$ cat src/rtl/mac_pkg.sv
// Shared MAC address types and the XOR fold used to build learning-table indices.
package mac_pkg;

  localparam int unsigned MAC_BYTES = 6;
  localparam int unsigned HDR_BYTES = 12;
  localparam int unsigned MAC_W     = 8 * MAC_BYTES;
  localparam int unsigned HDR_W     = 8 * HDR_BYTES;

  typedef logic [MAC_W-1:0] mac_t;

  // Bit i of the address lands in index bit (i mod width); upper chunk is implicitly zero-padded.
  function automatic mac_t mac_fold(input mac_t addr, input int unsigned width);
    mac_t idx;
    idx = '0;
    for (int unsigned i = 0; i < MAC_W; i++) begin
      idx[6'(i % width)] = idx[6'(i % width)] ^ addr[6'(i)];
    end
    return idx;
  endfunction

endpackage

$ cat src/rtl/sat_cnt.sv
// Saturating event counter with synchronous clear; holds at all-ones.
module sat_cnt #(
  parameter int unsigned WIDTH = 16
) (
  input  logic             clk,
  input  logic             rst_n,
  input  logic             inc_i,
  input  logic             clear_i,
  output logic [WIDTH-1:0] count_o
);

  logic [WIDTH-1:0] count_q;
  logic [WIDTH-1:0] count_d;

  always_comb begin
    count_d = count_q;
    if (clear_i) begin
      count_d = '0;
    end else if (inc_i && (count_q != '1)) begin
      count_d = count_q + WIDTH'(1);
    end
  end

  always_ff @(posedge clk or negedge rst_n) begin
    if (!rst_n) begin
      count_q <= '0;
    end else begin
      count_q <= count_d;
    end
  end

  assign count_o = count_q;

endmodule

$ cat src/rtl/mac_hdr_hash.sv
// Captures DA/SA from each ingress frame, folds them to table indices and issues
// one valid/ready request per frame; requests arriving while the table stalls are dropped.
module mac_hdr_hash
  import mac_pkg::*;
#(
  parameter int unsigned pNUM_PORTS  = 4,
  parameter int unsigned pADDR_WIDTH = 14,
  parameter int unsigned pCNT_WIDTH  = 16
) (
  input  logic                          iclk,
  input  logic                          irst_n,
  input  logic                          ivalid,
  input  logic                          isof,
  input  logic                          ieof,
  input  logic [7:0]                    idata,
  input  logic [$clog2(pNUM_PORTS)-1:0] ipnum,
  output logic                          ovalid,
  input  logic                          iready,
  output logic [$clog2(pNUM_PORTS)-1:0] opnum,
  output logic [pADDR_WIDTH-1:0]        osa,
  output logic [pADDR_WIDTH-1:0]        oda,
  output logic                          omcast,
  output logic [pCNT_WIDTH-1:0]         odrop_cnt,
  output logic [pCNT_WIDTH-1:0]         orunt_cnt
);

  localparam int unsigned PORT_W = $clog2(pNUM_PORTS);
  localparam int unsigned BCNT_W = $clog2(HDR_BYTES + 1);
  localparam int unsigned HOLD_W = HDR_W - 8;

  localparam logic [1:0] ST_IDLE = 2'd0;
  localparam logic [1:0] ST_HDR  = 2'd1;
  localparam logic [1:0] ST_SKIP = 2'd2;

  logic [1:0]             state_q,    state_d;
  logic [BCNT_W-1:0]      byte_cnt_q, byte_cnt_d;
  logic [HOLD_W-1:0]      hdr_q,      hdr_d;
  logic [PORT_W-1:0]      pnum_q,     pnum_d;

  logic                   res_valid_q, res_valid_d;
  logic [PORT_W-1:0]      res_pnum_q,  res_pnum_d;
  logic [pADDR_WIDTH-1:0] res_sa_q,    res_sa_d;
  logic [pADDR_WIDTH-1:0] res_da_q,    res_da_d;
  logic                   res_mcast_q, res_mcast_d;

  logic                   ovalid_q,    ovalid_d;
  logic [PORT_W-1:0]      opnum_q,     opnum_d;
  logic [pADDR_WIDTH-1:0] osa_q,       osa_d;
  logic [pADDR_WIDTH-1:0] oda_q,       oda_d;
  logic                   omcast_q,    omcast_d;

  logic [HDR_W-1:0]       hdr_shift_c;
  mac_t                   da_c;
  mac_t                   sa_c;
  logic                   hdr_done_c;
  logic                   runt_inc_c;
  logic                   load_c;
  logic                   drop_inc_c;

  // Only 11 bytes are stored; the 12th is folded straight from the input bus.
  assign hdr_shift_c = {hdr_q, idata};
  assign da_c        = hdr_shift_c[HDR_W-1 -: MAC_W];
  assign sa_c        = hdr_shift_c[MAC_W-1:0];

  always_comb begin
    state_d    = state_q;
    byte_cnt_d = byte_cnt_q;
    hdr_d      = hdr_q;
    pnum_d     = pnum_q;
    hdr_done_c = 1'b0;
    runt_inc_c = 1'b0;
    if (ivalid) begin
      if (isof) begin
        // Restart from any state; an abandoned header or a one-byte frame is a runt.
        runt_inc_c = (state_q == ST_HDR) || ieof;
        hdr_d      = hdr_shift_c[HOLD_W-1:0];
        pnum_d     = ipnum;
        byte_cnt_d = BCNT_W'(1);
        state_d    = ieof ? ST_IDLE : ST_HDR;
      end else begin
        case (state_q)
          ST_HDR: begin
            hdr_d      = hdr_shift_c[HOLD_W-1:0];
            byte_cnt_d = byte_cnt_q + BCNT_W'(1);
            if (byte_cnt_q == BCNT_W'(HDR_BYTES - 1)) begin
              hdr_done_c = 1'b1;
              state_d    = ieof ? ST_IDLE : ST_SKIP;
            end else if (ieof) begin
              runt_inc_c = 1'b1;
              state_d    = ST_IDLE;
            end
          end
          ST_SKIP: begin
            if (ieof) begin
              state_d = ST_IDLE;
            end
          end
          default: begin
          end
        endcase
      end
    end
  end

  // Fold stage: one-cycle result register fed from the completed header.
  always_comb begin
    res_valid_d = hdr_done_c;
    res_pnum_d  = res_pnum_q;
    res_sa_d    = res_sa_q;
    res_da_d    = res_da_q;
    res_mcast_d = res_mcast_q;
    if (hdr_done_c) begin
      res_pnum_d  = pnum_q;
      res_sa_d    = pADDR_WIDTH'(mac_fold(sa_c, pADDR_WIDTH));
      res_da_d    = pADDR_WIDTH'(mac_fold(da_c, pADDR_WIDTH));
      res_mcast_d = da_c[40];
    end
  end

  // Output stage: a new result loads when the slot is empty or being accepted this cycle.
  assign load_c     = res_valid_q && (!ovalid_q || iready);
  assign drop_inc_c = res_valid_q && ovalid_q && !iready;

  always_comb begin
    ovalid_d = ovalid_q;
    opnum_d  = opnum_q;
    osa_d    = osa_q;
    oda_d    = oda_q;
    omcast_d = omcast_q;
    if (load_c) begin
      ovalid_d = 1'b1;
      opnum_d  = res_pnum_q;
      osa_d    = res_sa_q;
      oda_d    = res_da_q;
      omcast_d = res_mcast_q;
    end else if (ovalid_q && iready) begin
      ovalid_d = 1'b0;
    end
  end

  always_ff @(posedge iclk or negedge irst_n) begin
    if (!irst_n) begin
      state_q     <= ST_IDLE;
      byte_cnt_q  <= '0;
      hdr_q       <= '0;
      pnum_q      <= '0;
      res_valid_q <= 1'b0;
      res_pnum_q  <= '0;
      res_sa_q    <= '0;
      res_da_q    <= '0;
      res_mcast_q <= 1'b0;
      ovalid_q    <= 1'b0;
      opnum_q     <= '0;
      osa_q       <= '0;
      oda_q       <= '0;
      omcast_q    <= 1'b0;
    end else begin
      state_q     <= state_d;
      byte_cnt_q  <= byte_cnt_d;
      hdr_q       <= hdr_d;
      pnum_q      <= pnum_d;
      res_valid_q <= res_valid_d;
      res_pnum_q  <= res_pnum_d;
      res_sa_q    <= res_sa_d;
      res_da_q    <= res_da_d;
      res_mcast_q <= res_mcast_d;
      ovalid_q    <= ovalid_d;
      opnum_q     <= opnum_d;
      osa_q       <= osa_d;
      oda_q       <= oda_d;
      omcast_q    <= omcast_d;
    end
  end

  sat_cnt #(.WIDTH(pCNT_WIDTH)) u_drop_cnt (
    .clk     (iclk),
    .rst_n   (irst_n),
    .inc_i   (drop_inc_c),
    .clear_i (1'b0),
    .count_o (odrop_cnt)
  );

  sat_cnt #(.WIDTH(pCNT_WIDTH)) u_runt_cnt (
    .clk     (iclk),
    .rst_n   (irst_n),
    .inc_i   (runt_inc_c),
    .clear_i (1'b0),
    .count_o (orunt_cnt)
  );

  assign ovalid = ovalid_q;
  assign opnum  = opnum_q;
  assign osa    = osa_q;
  assign oda    = oda_q;
  assign omcast = omcast_q;

endmodule

$ cat config.mk
export PLATFORM = sky130hd
export DESIGN_NAME = mac_hdr_hash
export DESIGN_NICKNAME = d
export VERILOG_FILES = /design/src/rtl/mac_pkg.sv /design/src/rtl/sat_cnt.sv /design/src/rtl/mac_hdr_hash.sv
export SDC_FILE = /design/constraint.sdc
export NUM_CORES = 1
export LEC_CHECK = 0
export BUFFER_PORTS_ARGS = -buffer_cell sky130_fd_sc_hd__buf_2
export CORE_MARGIN = 5
export CORE_UTILIZATION = 50
export CTS_BUF_LIST = sky130_fd_sc_hd__clkbuf_8
export DETAILED_ROUTE_END_ITERATION = 12
export GPL_ROUTABILITY_DRIVEN = 0
export HOLD_SLACK_MARGIN = 0.08
export PLACE_DENSITY = 0.66
export SLEW_MARGIN = 20
export SYNTH_ARGS = -nofsm -noshare
export SYNTH_HDL_FRONTEND = slang
export SYNTH_SLANG_ARGS = --single-unit
$ cat constraint.sdc
create_clock -name iclk -period 4.8 [get_ports iclk]
set_input_delay 0.96 -clock iclk [delete_from_list [all_inputs] [get_ports iclk]]
set_output_delay 0.96 -clock iclk [all_outputs]
set_load 0.03 [all_outputs]
# After elaboration in Yosys (flattened, before gate mapping)
# Cells that the tools add are included.
[word_totals]
register_bits = 192
input_bits = 16
output_inout_bits = 64
wordCells = 129
[op_classes]
addsub = 3
n_eq_ne = 5
mux = 21
bitwise_logic = 68
n_reduce_logical = 16
[op_table]
columns = ["op", "n"]
rows = [
  ["2-to-1 mux 88 bit", 2],
  ["XOR 1 bit", 68],
  ["adder 16 x 1 -> 16 bit, second input constant", 2],
  ["!= test 16 bit, second input constant", 2],
  ["2-to-1 mux 1 bit", 12],
  ["2-to-1 mux 2 bit", 4],
  ["2-to-1 mux 4 bit", 2],
  ["logical AND 1 bit", 6],
  ["AND reduction 2 bit", 3],
  ["adder 4 x 1 -> 4 bit, second input constant", 1],
  ["equality test 4 bit, second input constant", 1],
  ["one-hot mux 2 bit (2 select lines)", 1],
  ["nonzero test 2 bit", 2],
  ["nonzero test 3 bit", 1],
  ["equality test 2 x 1 -> 1 bit, second input constant", 1],
  ["equality test 2 bit, second input constant", 1],
  ["logical NOT 1 bit", 2],
  ["logical OR 1 bit", 2],
]

# Depth between registers and ports, before layout
# Gate-level depths: netlist of run 1.
[logic_depth]
ltp_word = 6
depth_mapped = 8
mapped_depth_nobuf = 6

# Hierarchy
# From an unflattened synthesis of run 1, not the netlist that was laid out.
[unflattened]
cells_unflattened = 635
area_unflattened_um2 = 8634.5
[modules_own_cells]
columns = ["mod", "n_inst", "cells_per_inst", "area_per_inst_um2"]
rows = [
  ["mac_hdr_hash", 1, 439, 6750.2],
  ["sat_cnt", 2, 98, 942.2],
]

# Least setup slack after synthesis of run 1
# No wires, ideal clock.
[synth_timing]
kind = "in2reg"
start = "input isof"
end = "register u_runt_cnt.count_q[3], in the netlist u_runt_cnt.count_o[3]"
t_arrival_ps = 2133
required_ps = 4666
path_slack_ps = 2533
cell_stages = 7
path_cell_list = "buf_2 nand2_1 o21bai_1 a22oi_2 buf_4 nand4_1 xnor2_1"
[synth_via]
elab_chain_len = 3
[synth_rtl]
columns = ["item", "line_no", "rtl"]
rows = [
  ["start, declared", "mac_hdr_hash.sv:13", "input logic isof,"],
  ["2-to-1 mux 1 bit", "mac_hdr_hash.sv:73", "if (isof) begin"],
  ["2-to-1 mux 1 bit", "mac_hdr_hash.sv:72", "if (ivalid) begin"],
  ["logical AND 1 bit", "sat_cnt.sv:19", "end else if (inc_i && (count_q != '1)) begin"],
  ["end signal, assigned", "sat_cnt.sv:28", "count_q <= count_d;"],
  ["end, declared", "sat_cnt.sv:12", "logic [WIDTH-1:0] count_q;"],
]
# No other way between the ends.
# A chain may end at the register's enable or synchronous reset.

# Final worst setup path of run 1
[layout_timing]
start = "register state_q[0]"
end = "register hdr_q[15]"
[layout_via]
elab_chain_len = 3
[layout_rtl]
columns = ["item", "line_no", "rtl"]
rows = [
  ["start, declared", "mac_hdr_hash.sv:35", "logic [1:0] state_q, state_d;"],
  ["start signal, assigned", "mac_hdr_hash.sv:158", "state_q <= state_d;"],
  ["equality test 2 x 1 -> 1 bit", "mac_hdr_hash.sv:81", "case (state_q)"],
  ["nonzero test 2 bit (no line)", "n/a", ""],
  ["AND reduction 2 bit (no line)", "n/a", ""],
  ["end signal, assigned", "mac_hdr_hash.sv:160", "hdr_q <= hdr_d;"],
  ["end, declared", "mac_hdr_hash.sv:37", "logic [HOLD_W-1:0] hdr_q, hdr_d;"],
]
# No other way between the ends.

==> metrics.md, run 1 <==
| Metric | Value |
|---|---|
| Run status | finished, final reports clean |
| Power per cell area | 539.4 nW/µm² |
| Synth area leader | dfrtp_1 |
| Maximum vdd ir drop | 0.2443 mV |
| Maxcap violations | 0 |
| Hold Path Class | flop to flop |
| Reg area | 4805 µm² |
| Synthesized area | 8093 µm² |
| Fin cells | 916 |
| TritonCTS Buffers | 17 |
| Starting Density | 50.95% |
| CTS tree | done |
| RSZ-0062 raised after global routing | no |
| Clk slew on worst S/H paths | 0.09 ns |
| Die area | 18830 µm² |
| Final Hold Fails | 0 |
| CP Launch Point | state_q[0] |
| Crit path max fanout | 88 |
| WS Path Type | flop to flop |
| DP Area | 8690 µm² |
| First-pass GRT wire length | 23410 µm |
| Critical Path AT | 2.69 ns |
| Setup Skew | 0.01225 ns |
| Setup bufs post-CTS | 0 |
| DRT met1 WL | 6494 µm |
| Setup TNS | 0 ns |
| Worst R2R Start | state_q[0] |
| Worst path max stage delay | 0.83 ns |
| Post-synth cell types | 40 |
| Ys flop type | dfrtp_1 |
| First-pass DRT Iterations | 4 |
| DR vias/cell | 5.150 |
| Core area | 15890 µm² |
| Clk buf depth | 2 |
| Row Count | 46 |
| Routed wire per std cell | 15.28 µm |
| Layout cells sized above 1 | 35.57% |
| Setup violators final | 0 |
| Post-synthesis cell count | 607 |
| Fin crit share | 48.99% |
| CP bufs+invs | 1 |
| HP Start | res_da_q[10] |
| Post-synth EDFFs | 0 |
| Seq/Total Area, Yosys | 59.37% |
| Pleak | 4.252 nW |
| Fin nets | 706 |
| Slew margin rel. | 25.52% |
| Crit-path slowest cell | buf_4 |
| Clk Latency, worst-skew pair | 0.45 ns |
| CP Cell Sequence | and2b_1, o21ai_4, buf_4, mux2_2 |
| Initial antenna violation count | 0 |
| Syn Area/Cell | 13.33 µm² |
| Post-DRT Antenna Nets | 0 |
| Drt total wl | 14000 µm |
| CP top delay family | buffers and inverters |
| Post-synth ARST share | 100.0% |
| Met3 WL | 584 µm |
| H-tree depth | 4 |
| Top-area cell type share of the netlist area | 59.37% |
| Initial DRC Count | 122 |
| Routed length on met2 | 6757 µm |
| WP data required | 5.13 ns |
| Die Ht | 137.2 µm |
| Sink Count | 192 |
| Syn Nets | 626 |
| Startpoint Class | flop |
| CTS resizes | 0 |
| Fin. max-slew vios | 0 |
| Multi-input gate area | 3138 µm² |
| Final instance area | 9041 µm² |
| Largest cells by area after synthesis | dfrtp_1 (59%), mux2_2 (18%), xnor2_1 (7.9%) |
| DR top layer | met4 |
| Grt total ovfl | 0 |
| Ant. Diodes | 0 |
| Fmax | 425.2 MHz |
| Final min period | 2.352 ns |
| Total GRT Usage | 15.69% |
| Pin count of the biggest net entering global routing | 94 |
| Worst hold margin | 0.4853 ns |
| Area Growth Syn to Fin | 11.72% |
| IO Pins | 80 |
| # fillers | 1368 |
| Die width | 137.2 µm |
| DRC | 0 |
| Port buffer count | 79 |
| Tightest Pin Transition | 1.117 ns |
| YS warnings | 0 |
| Dpl cells | 884 |
| Hold_buf cts | 0 |
| Clock root cell | clkbuf_8 |
| DP HPWL | 9758 µm |
| Vias in the first global route | 4668 |
| Routed vias | 4717 |
| Design Power | 4.877 mW |
| Worst setup EP type | flop |
| Post-synthesis register bit count | 192 |
==> sequential cells by signal, indices dropped and copies added, names as in the netlist <==
name,cells
byte_cnt_q,4
hdr_q,88
oda,14
omcast,1
opnum,2
osa,14
ovalid,1
pnum_q,2
res_da_q,14
res_mcast_q,1
res_pnum_q,2
res_sa_q,14
res_valid_q,1
state_q,2
u_drop_cnt.count_o,16
u_runt_cnt.count_o,16
==> layout make-up <==
cell class | instances | area share, %
clock buffer | 19 | 2.892
clock inverter | 13 | 0.9964
inverter | 10 | 0.4152
multi-input combinational | 382 | 34.71
sequential | 192 | 53.14
tap | 216 | 2.989
timing repair buffer | 84 | 4.857
==> metrics by stage <==
stage / setup slack, ns / util [%]
after floorplan: 2.533 / -
after global placement: 2.123 / 54.70
after detailed placement: 2.079 / 54.70
after CTS: 2.482 / 56.92
after global routing: 2.366 / 56.92
final: 2.448 / 56.92
==> where the power goes <==
part	internal, mW	total [mW]	switching [mW]	leakage (nW)
registers	2.11	2.54	0.429	2.46
clock network	0.387	0.940	0.554	0.185
logic	0.805	1.40	0.594	1.60
total	3.30	4.88	1.58	4.25
==> placed cells by master (no fill, tap or decap), types with 2 or more instances in the layout <==
master      Yosys  final
a21oi_1         6      6
a31oi_1         3      3
and2_1          3      3
and3_1          4      4
buf_2          10     78
buf_4           4      5
clkbuf_8        0     19
clkinv_2        0      5
clkinv_4        0      3
clkinvlp_4      0      2
dfrtp_1       192    192
ha_1            3      3
inv_1          10     11
mux2_2        126    126
mux2_4          3      3
nand2_1        47     47
nand2b_1        2      2
nand3_1        12     12
nand3b_1        2      2
nand4_1        14     14
nor2_1         10     10
nor2b_1         2      2
nor3_1          2      2
nor3b_1         2      2
o21ai_0        29     29
o22ai_1         4      4
or3_1           3      2
xnor2_1        73     73
xor2_1         20     20
==> Yosys cell counts, types with 3 or more instances <==
library cell    n
or3_1           3
mux2_2        126
o22ai_1         4
buf_2          10
xor2_1         20
a31oi_1         3
inv_1          10
nor2_1         10
dfrtp_1       192
nand4_1        14
nand3_1        12
a21oi_1         6
nand2_1        47
ha_1            3
clkbuf_1        7
mux2_4          3
buf_4           4
and3_1          4
and2_1          3
xnor2_1        73
o21ai_0        29
==> tightest hold or removal path, stage by stage (launching register included) <==
cell     delay [ns]
dfrtp_1        0.35
nand2_1        0.05
o21ai_0        0.06
==> kinds of logic after synthesis <==
logic type	count (synthesis)	synth area share [%]
AOI/OAI and AO/OA	49	3.463
muxes	129	18.09
DFF	192	59.37
and+or+nand+nor	108	6.586
xor gates and xnor gates	93	10.06
adders and majority gates	3	0.4639
buffers and inverters	33	1.964
==> path summary, 6_finish.rpt <==
kind	end	slack [ns]	cells after the start
worst max-delay path	hdr_q[15]	2.45	4
worst min register to register	res_da_q[10]	0.49	2
max in group asynchronous	hdr_q[83]	3.23	2
min in group asynchronous	u_drop_cnt.count_o[7]	0.56	1
worst min-delay path	res_da_q[10]	0.49	2
worst max register to register	hdr_q[15]	2.45	4
==> layer usage <==
layer  GRT usage [%]  vias up
li1                -     2249
met1           21.66     2368
met2           24.69       85
met3           4.127       15
met4           4.490        0
met5               0        -
Power figures use the tool's default switching activity.
==> inputs of run 2 (changes only) <==
==> constraint.sdc (replaced) <==
create_clock -name iclk -period 2.3 [get_ports iclk]
set_input_delay 0.46 -clock iclk [delete_from_list [all_inputs] [get_ports iclk]]
set_output_delay 0.46 -clock iclk [all_outputs]
set_load 0.03 [all_outputs]
==> run 2 against run 1 <==
- non-clock buffer count up 6
- via count is 0.19% lower
- die area unchanged
- fmax is 14% higher
- utilization is 0.81 points higher
- wire length up 3.0%
- first-iteration DRC count increased by 90%
- clock skew shrank 0.0010 ns
- critical endpoint is now res_sa_q[7]
==> metrics.md, run 2 (synthesized netlist as in run 1, its figures left out) <==
| Metric | Value |
|---|---|
| HP Start | idata[1] (was res_da_q[10]) |
| H-tree depth | 4 (unchanged) |
| Setup violators final | 0 (unchanged) |
| Setup bufs post-CTS | 0 (unchanged) |
| Sink Count | 192 (unchanged) |
| DR vias/cell | 5.112 (was 5.150) |
| Final min period | 2.055 ns (was 2.352 ns) |
| First-pass GRT wire length | 24100 µm (was 23410 µm) |
| Clk Latency, worst-skew pair | 0.44 ns (was 0.45 ns) |
| WS Path Type | flop to flop (unchanged) |
| CP Launch Point | byte_cnt_q[0] (was state_q[0]) |
| Number of flip-flops in the largest register | 88 (unchanged) |
| Maximum vdd ir drop | 0.5447 mV (was 0.2443 mV) |
| Drt total wl | 14410 µm (was 14000 µm) |
| Clk buf depth | 2 (unchanged) |
| CTS tree | done (unchanged) |
| Run status | finished, final reports clean (unchanged) |
| Routed wire per std cell | 15.65 µm (was 15.28 µm) |
| Vias in the first global route | 4793 (was 4668) |
| Die Ht | 137.2 µm (unchanged) |
| Slew margin rel. | 64.03% (was 25.52%) |
| Internal power | 6.933 mW (was 3.301 mW) |
| Fin nets | 712 (was 706) |
| Pin count of the biggest net entering global routing | 75 (was 94) |
| Worst hold margin | 0.2656 ns (was 0.4853 ns) |
| Starting Density | 50.95% (unchanged) |
| Combinational Power Share | 29.2% (was 28.7%) |
| Clock root cell | clkbuf_8 (unchanged) |
| CP Cell Sequence | ha_1, nand3b_1, or3_2, buf_12, o21ai_0 (was and2b_1, o21ai_4, buf_4, mux2_2) |
| IO Pins | 80 (unchanged) |
| Grt total ovfl | 0 (unchanged) |
| Setup TNS | 0 ns (unchanged) |
| Core area | 15890 µm² (unchanged) |
| Switch Pwr | 3.306 mW (was 1.577 mW) |
| Tightest Pin Transition | 0.5395 ns (was 1.117 ns) |
| Clk slew on worst S/H paths | 0.09 ns (about the same) |
| Crit path max fanout | 23 (was 88) |
| CP top delay family | simple AND/OR/NAND/NOR gates (was buffers and inverters) |
| Die area | 18830 µm² (unchanged) |
| Total GRT Usage | 16.31% (was 15.69%) |
| Initial antenna violation count | 0 (unchanged) |
| Dpl cells | 889 (was 884) |
| Layout cells sized above 1 | 35.46% (was 35.57%) |
| Final core utilization | 57.73% (was 56.92%) |
| Most flop-heavy register | hdr_q (unchanged) |
| Post-DRT Antenna Nets | 0 (unchanged) |
| Hold_buf cts | 1 (was 0) |
| Fin cells | 921 (was 916) |
| # fillers | 1341 (was 1368) |
| Power per cell area | 1117 nW/µm² (was 539.4 nW/µm²) |
| Routed vias | 4708 (was 4717) |
| Final Hold Fails | 0 (unchanged) |
| Worst path max stage delay | 0.77 ns (was 0.83 ns) |
| Startpoint Class | flop (unchanged) |
| Pleak | 4.319 nW (was 4.252 nW) |
| Fin crit share | 89.34% (was 48.99%) |
| TritonCTS Buffers | 17 (unchanged) |
| Setup ws final | 0.2451 ns (was 2.448 ns) |
| Fmax | 486.6 MHz (was 425.2 MHz) |
| Setup Skew | 0.01125 ns (was 0.01225 ns) |
| Worst R2R Start | byte_cnt_q[0] (was state_q[0]) |
| Hold Path Class | input pin to flop (was flop to flop) |
| Area Growth Syn to Fin | 13.31% (was 11.72%) |
| Most frequent cells in the layout | dfrtp_1 (192), mux2_2 (126), buf_2 (78) (unchanged) |
| DRC | 0 (unchanged) |
| CP bufs+invs | 1 (unchanged) |
| Row Count | 46 (unchanged) |
| Worst setup EP type | flop (unchanged) |
| Die width | 137.2 µm (unchanged) |
| Clock power share | 18.9% (was 19.3%) |
| WP data required | 2.66 ns (was 5.13 ns) |
| Setup WS pre-CTS | 0.2416 ns (was 2.079 ns) |
| First-pass DRT Iterations | 4 (unchanged) |
| CTS resizes | 0 (unchanged) |
| Ant. Diodes | 0 (unchanged) |
| Port buffer count | 79 (unchanged) |
| DP HPWL | 10300 µm (was 9758 µm) |
| RSZ-0062 raised after global routing | no (unchanged) |
| Crit-path slowest cell | or3_2 (was buf_4) |
| Maxcap violations | 0 (unchanged) |
| Switch share | 32.29% (was 32.33%) |
| Fin. max-slew vios | 0 (unchanged) |
| Share of power burned in registers | 51.9% (was 52.0%) |
| Commonest non-fill, non-tap cell in the layout | dfrtp_1 (unchanged) |
| Critical Path AT | 2.41 ns (was 2.69 ns) |
| Initial DRC Count | 232 (was 122) |
==> run 2: path summary, 6_finish.rpt <==
path | to | slack, ns | cells past startpoint
worst max-delay path | res_sa_q[7] | 0.25 | 5
worst min-delay path | hdr_q[1] | 0.27 | 2
worst max register to register | res_sa_q[7] | 0.25 | 5
worst min register to register | res_da_q[2] | 0.49 | 2
max in group asynchronous | res_mcast_q | 1.10 | 3
min in group asynchronous | u_drop_cnt.count_o[9] | 0.52 | 2
==> run 2: final cells by class <==
| class | instances | area [µm²] | area share, % |
|---|---|---|---|
| tap | 216 | 270.3 | 2.947 |
| clock inverter | 11 | 70.07 | 0.7641 |
| inverter | 10 | 37.54 | 0.4093 |
| sequential | 192 | 4805 | 52.39 |
| clock buffer | 20 | 275.3 | 3.002 |
| timing repair buffer | 90 | 574.3 | 6.263 |
| multi-input combinational | 382 | 3138 | 34.22 |
==> run 2: metal layers <==
metal  vias to the layer above  track usage [%]  routed length [µm]
met3                        13            3.433                 493
met4                         0            4.823                 164
met5                         -                0                   0
met2                        76            25.94                6818
met1                      2362            22.75                6934
li1                       2257                -                   -
==> run 2: power groups by stage <==
stage	sequential [mW]	clock (mW)	combinational (mW)
floorplan	5.24	0	2.30
global placement	5.36	0	2.95
detailed placement	5.41	0	3.04
CTS	5.34	2.00	3.05
global route	5.48	2.12	3.30
finish	5.31	1.93	2.99
==> run 2: through the flow <==
stage          power (mW)  area, µm²
6_report            10.24       9170
5_1_grt             10.90       9170
4_1_cts             10.39       9170
3_5_place_dp        8.442       8815
3_3_place_gp        8.304       8815
2_1_floorplan       7.543       8093
==> inputs of run 3 (changes only) <==
--- a/config.mk
+++ b/config.mk
@@ -6,6 +6,7 @@
 export NUM_CORES = 1
 export LEC_CHECK = 0
 export BUFFER_PORTS_ARGS = -buffer_cell sky130_fd_sc_hd__buf_2
+export CORE_ASPECT_RATIO = 2
 export CORE_MARGIN = 5
 export CORE_UTILIZATION = 50
 export CTS_BUF_LIST = sky130_fd_sc_hd__clkbuf_8
==> run 3 against run 2 <==
- via count increased by 1.3%
- first-iteration DRC count decreased by 41%
- die area increased by 0.82%
- clock power increased by 7%
- design area about the same
- wire length increased by 1.5%
- utilization increased by 0.10 points
- sequential share of layout area about the same
- non-clock buffer count increased by 4
- global-route usage increased by 0.21 points
- critical path type unchanged
- highest routed layer unchanged
==> metrics.md, run 3 (synthesized netlist as in run 1, its figures left out) <==
| Metric | Value |
|---|---|
| Slew margin rel. | 65.02% (was 64.03%) |
| Setup violators final | 0 (unchanged) |
| Power per cell area | 1128 nW/µm² (was 1117 nW/µm²) |
| First-pass DRT Iterations | 4 (unchanged) |
| Number of flip-flops in the largest register | 88 (unchanged) |
| RSZ-0062 raised after global routing | no (unchanged) |
| Setup Skew | 0.01443 ns (was 0.01125 ns) |
| Tightest Pin Transition | 0.5199 ns (was 0.5395 ns) |
| Area Growth Syn to Fin | 13.33% (was 13.31%) |
| Row Count | 65 (was 46) |
| Clk Latency, worst-skew pair | 0.46 ns (was 0.44 ns) |
| CP top delay family | simple AND/OR/NAND/NOR gates (unchanged) |
| Vias in the first global route | 5088 (was 4793) |
| CP Cell Sequence | ha_1, nand3b_1, nand4_1, a22oi_2, buf_4, nand4_1, xnor2_1 (was ha_1, nand3b_1, or3_2, buf_12, o21ai_0) |
| Worst r2r path cells | 7 (was 5) |
| Startpoint Class | flop (unchanged) |
| Ant. Diodes | 0 (unchanged) |
| Initial DRC Count | 136 (was 232) |
| Most flop-heavy register | hdr_q (unchanged) |
| Sink Count | 192 (unchanged) |
| Grt total ovfl | 0 (unchanged) |
| Worst R2R Start | byte_cnt_q[0] (unchanged) |
| CTS tree | done (unchanged) |
| Commonest non-fill, non-tap cell in the layout | dfrtp_1 (unchanged) |
| Die area | 18980 µm² (was 18830 µm²) |
| Port buffer count | 79 (unchanged) |
| IO Pins | 80 (unchanged) |
| Total GRT Usage | 16.52% (was 16.31%) |
| Fin. max-slew vios | 0 (unchanged) |
| Share of power burned in registers | 51.3% (was 51.9%) |
| Fin crit share | 87.01% (was 89.34%) |
| Routed wire per std cell | 16.05 µm (was 15.65 µm) |
| Crit path max fanout | 8 (was 23) |
| DP HPWL | 10790 µm (was 10300 µm) |
| Switch Pwr | 3.409 mW (was 3.306 mW) |
| Post-DRT Antenna Nets | 0 (unchanged) |
| Layout cells sized above 1 | 36.48% (was 35.46%) |
| WP data required | 2.65 ns (was 2.66 ns) |
| Hold Path Class | input pin to flop (unchanged) |
| Clk buf depth | 2 (unchanged) |
| CP bufs+invs | 1 (unchanged) |
| Final instance area | 9171 µm² (was 9170 µm²) |
| First-pass GRT wire length | 24930 µm (was 24100 µm) |
| R2R Path End | u_runt_cnt.count_o[13] (was res_sa_q[7]) |
| Final Hold Fails | 0 (unchanged) |
| Pin count of the biggest net entering global routing | 50 (was 75) |
| Clock root cell | clkbuf_8 (unchanged) |
| WS Path Type | flop to flop (unchanged) |
| TritonCTS Buffers | 17 (unchanged) |
| Worst hold margin | 0.2440 ns (was 0.2656 ns) |
| CP most frequent cell | nand4_1 |
| Core area | 15860 µm² (was 15890 µm²) |
| Clk slew on worst S/H paths | 0.10 ns (was 0.09 ns) |
| Crit-path slowest cell | dfrtp_1 (was or3_2) |
| DR vias/cell | 5.237 (was 5.112) |
| Starting Density | 51.03% (was 50.95%) |
| WP depth | 7 (was 5) |
| Final min period | 2.001 ns (was 2.055 ns) |
| DP Area | 8788 µm² (was 8815 µm²) |
| H-tree depth | 4 (unchanged) |
| Fmax | 499.7 MHz (was 486.6 MHz) |
| Pleak | 4.309 nW (was 4.319 nW) |
| Routed vias | 4771 (was 4708) |
| Maxcap violations | 0 (unchanged) |
| Clock power share | 20.0% (was 18.9%) |
| Critical Path AT | 2.35 ns (was 2.41 ns) |
| Setup TNS | 0 ns (unchanged) |
| Maximum vdd ir drop | 0.5721 mV (was 0.5447 mV) |
| Die width | 99.96 µm (was 137.2 µm) |
| Most frequent cells in the layout | dfrtp_1 (192), mux2_2 (126), buf_2 (78) (unchanged) |
| Worst setup EP type | flop (unchanged) |
| Initial antenna violation count | 0 (unchanged) |
| Combinational Power Share | 28.8% (was 29.2%) |
| Drt total wl | 14630 µm (was 14410 µm) |
| Die Ht | 189.9 µm (was 137.2 µm) |
| Fin nets | 716 (was 712) |
| DRC | 0 (unchanged) |
| Switch share | 32.97% (was 32.29%) |
| Worst path max stage delay | 0.43 ns (was 0.77 ns) |
| # fillers | 1306 (was 1341) |
| Internal power | 6.932 mW (was 6.933 mW) |
| Run status | finished, final reports clean (unchanged) |
| CP Launch Point | byte_cnt_q[0] (unchanged) |
| Reg2reg setup slack | 0.30 ns (was 0.25 ns) |
| Crit path capture | u_runt_cnt.count_o[13] (was res_sa_q[7]) |
run 3: worst min-delay path by stage:
stage / start / to / cells past startpoint
final: ipnum[0] / pnum_q[0] / 2
after global placement: irst_n / u_drop_cnt.count_o[8] / 1
after CTS: ipnum[0] / pnum_q[0] / 2
after detailed placement: irst_n / u_drop_cnt.count_o[9] / 1
after floorplan: irst_n / byte_cnt_q[0] / 0
after global routing: ipnum[0] / pnum_q[0] / 2
run 3: routing by layer:
metal | global-route usage, % | wire length, µm | vias up
met5 | 0 | 0 | -
met4 | 7.102 | 324 | 0
met3 | 3.266 | 586 | 26
met2 | 29.34 | 7886 | 103
met1 | 19.01 | 5827 | 2376
li1 | - | - | 2266
run 3: worst register-to-register path, delay by kind of cell, from the launching register on:
family          cells  cell delay, ns
xor+xnor            1            0.15
fa+ha+maj           1            0.24
flops               1            0.43
buf+inv             1            0.23
compound gates      1            0.41
simple gates        3            0.44
run 3: layout make-up:
cell class                      instances  area (µm²)  area share (%)
Clock buffer                           18       247.7           2.701
Clock inverter                         14       125.1           1.364
Inverter                               10       37.54          0.4093
Multi-Input combinational cell        382        3138           34.22
Sequential cell                       192        4805           52.39
Tap cell                              201       251.5           2.742
Timing Repair Buffer                   94       566.8           6.180
run 3: timing repair:
item,in CTS,in global routing
endpoints found under the hold margin,44,0
resized for setup,0,0
setup endpoints to repair,0,0
hold buffers,1,0
setup buffers,0,0
run 3: per-stage QoR:
step | power, mW | utilization, % | instances | worst slack [ns]
floorplan | 7.543 | - | 607 | 0.3919
finish | 10.34 | 57.83 | 911 | 0.2988
global route | 11.04 | 57.83 | 911 | 0.1858
global placement | 8.285 | 55.42 | 878 | 0.2542
CTS | 10.52 | 57.83 | 911 | 0.2925
detailed placement | 8.437 | 55.42 | 878 | 0.1559
run 3: power by group through the flow:
stage,combinational [mW],clock (mW),sequential [mW]
finish,2.97,2.07,5.30
CTS,3.04,2.15,5.33
global placement,2.94,0,5.35
detailed placement,3.03,0,5.41
global route,3.30,2.27,5.47
floorplan,2.30,0,5.24
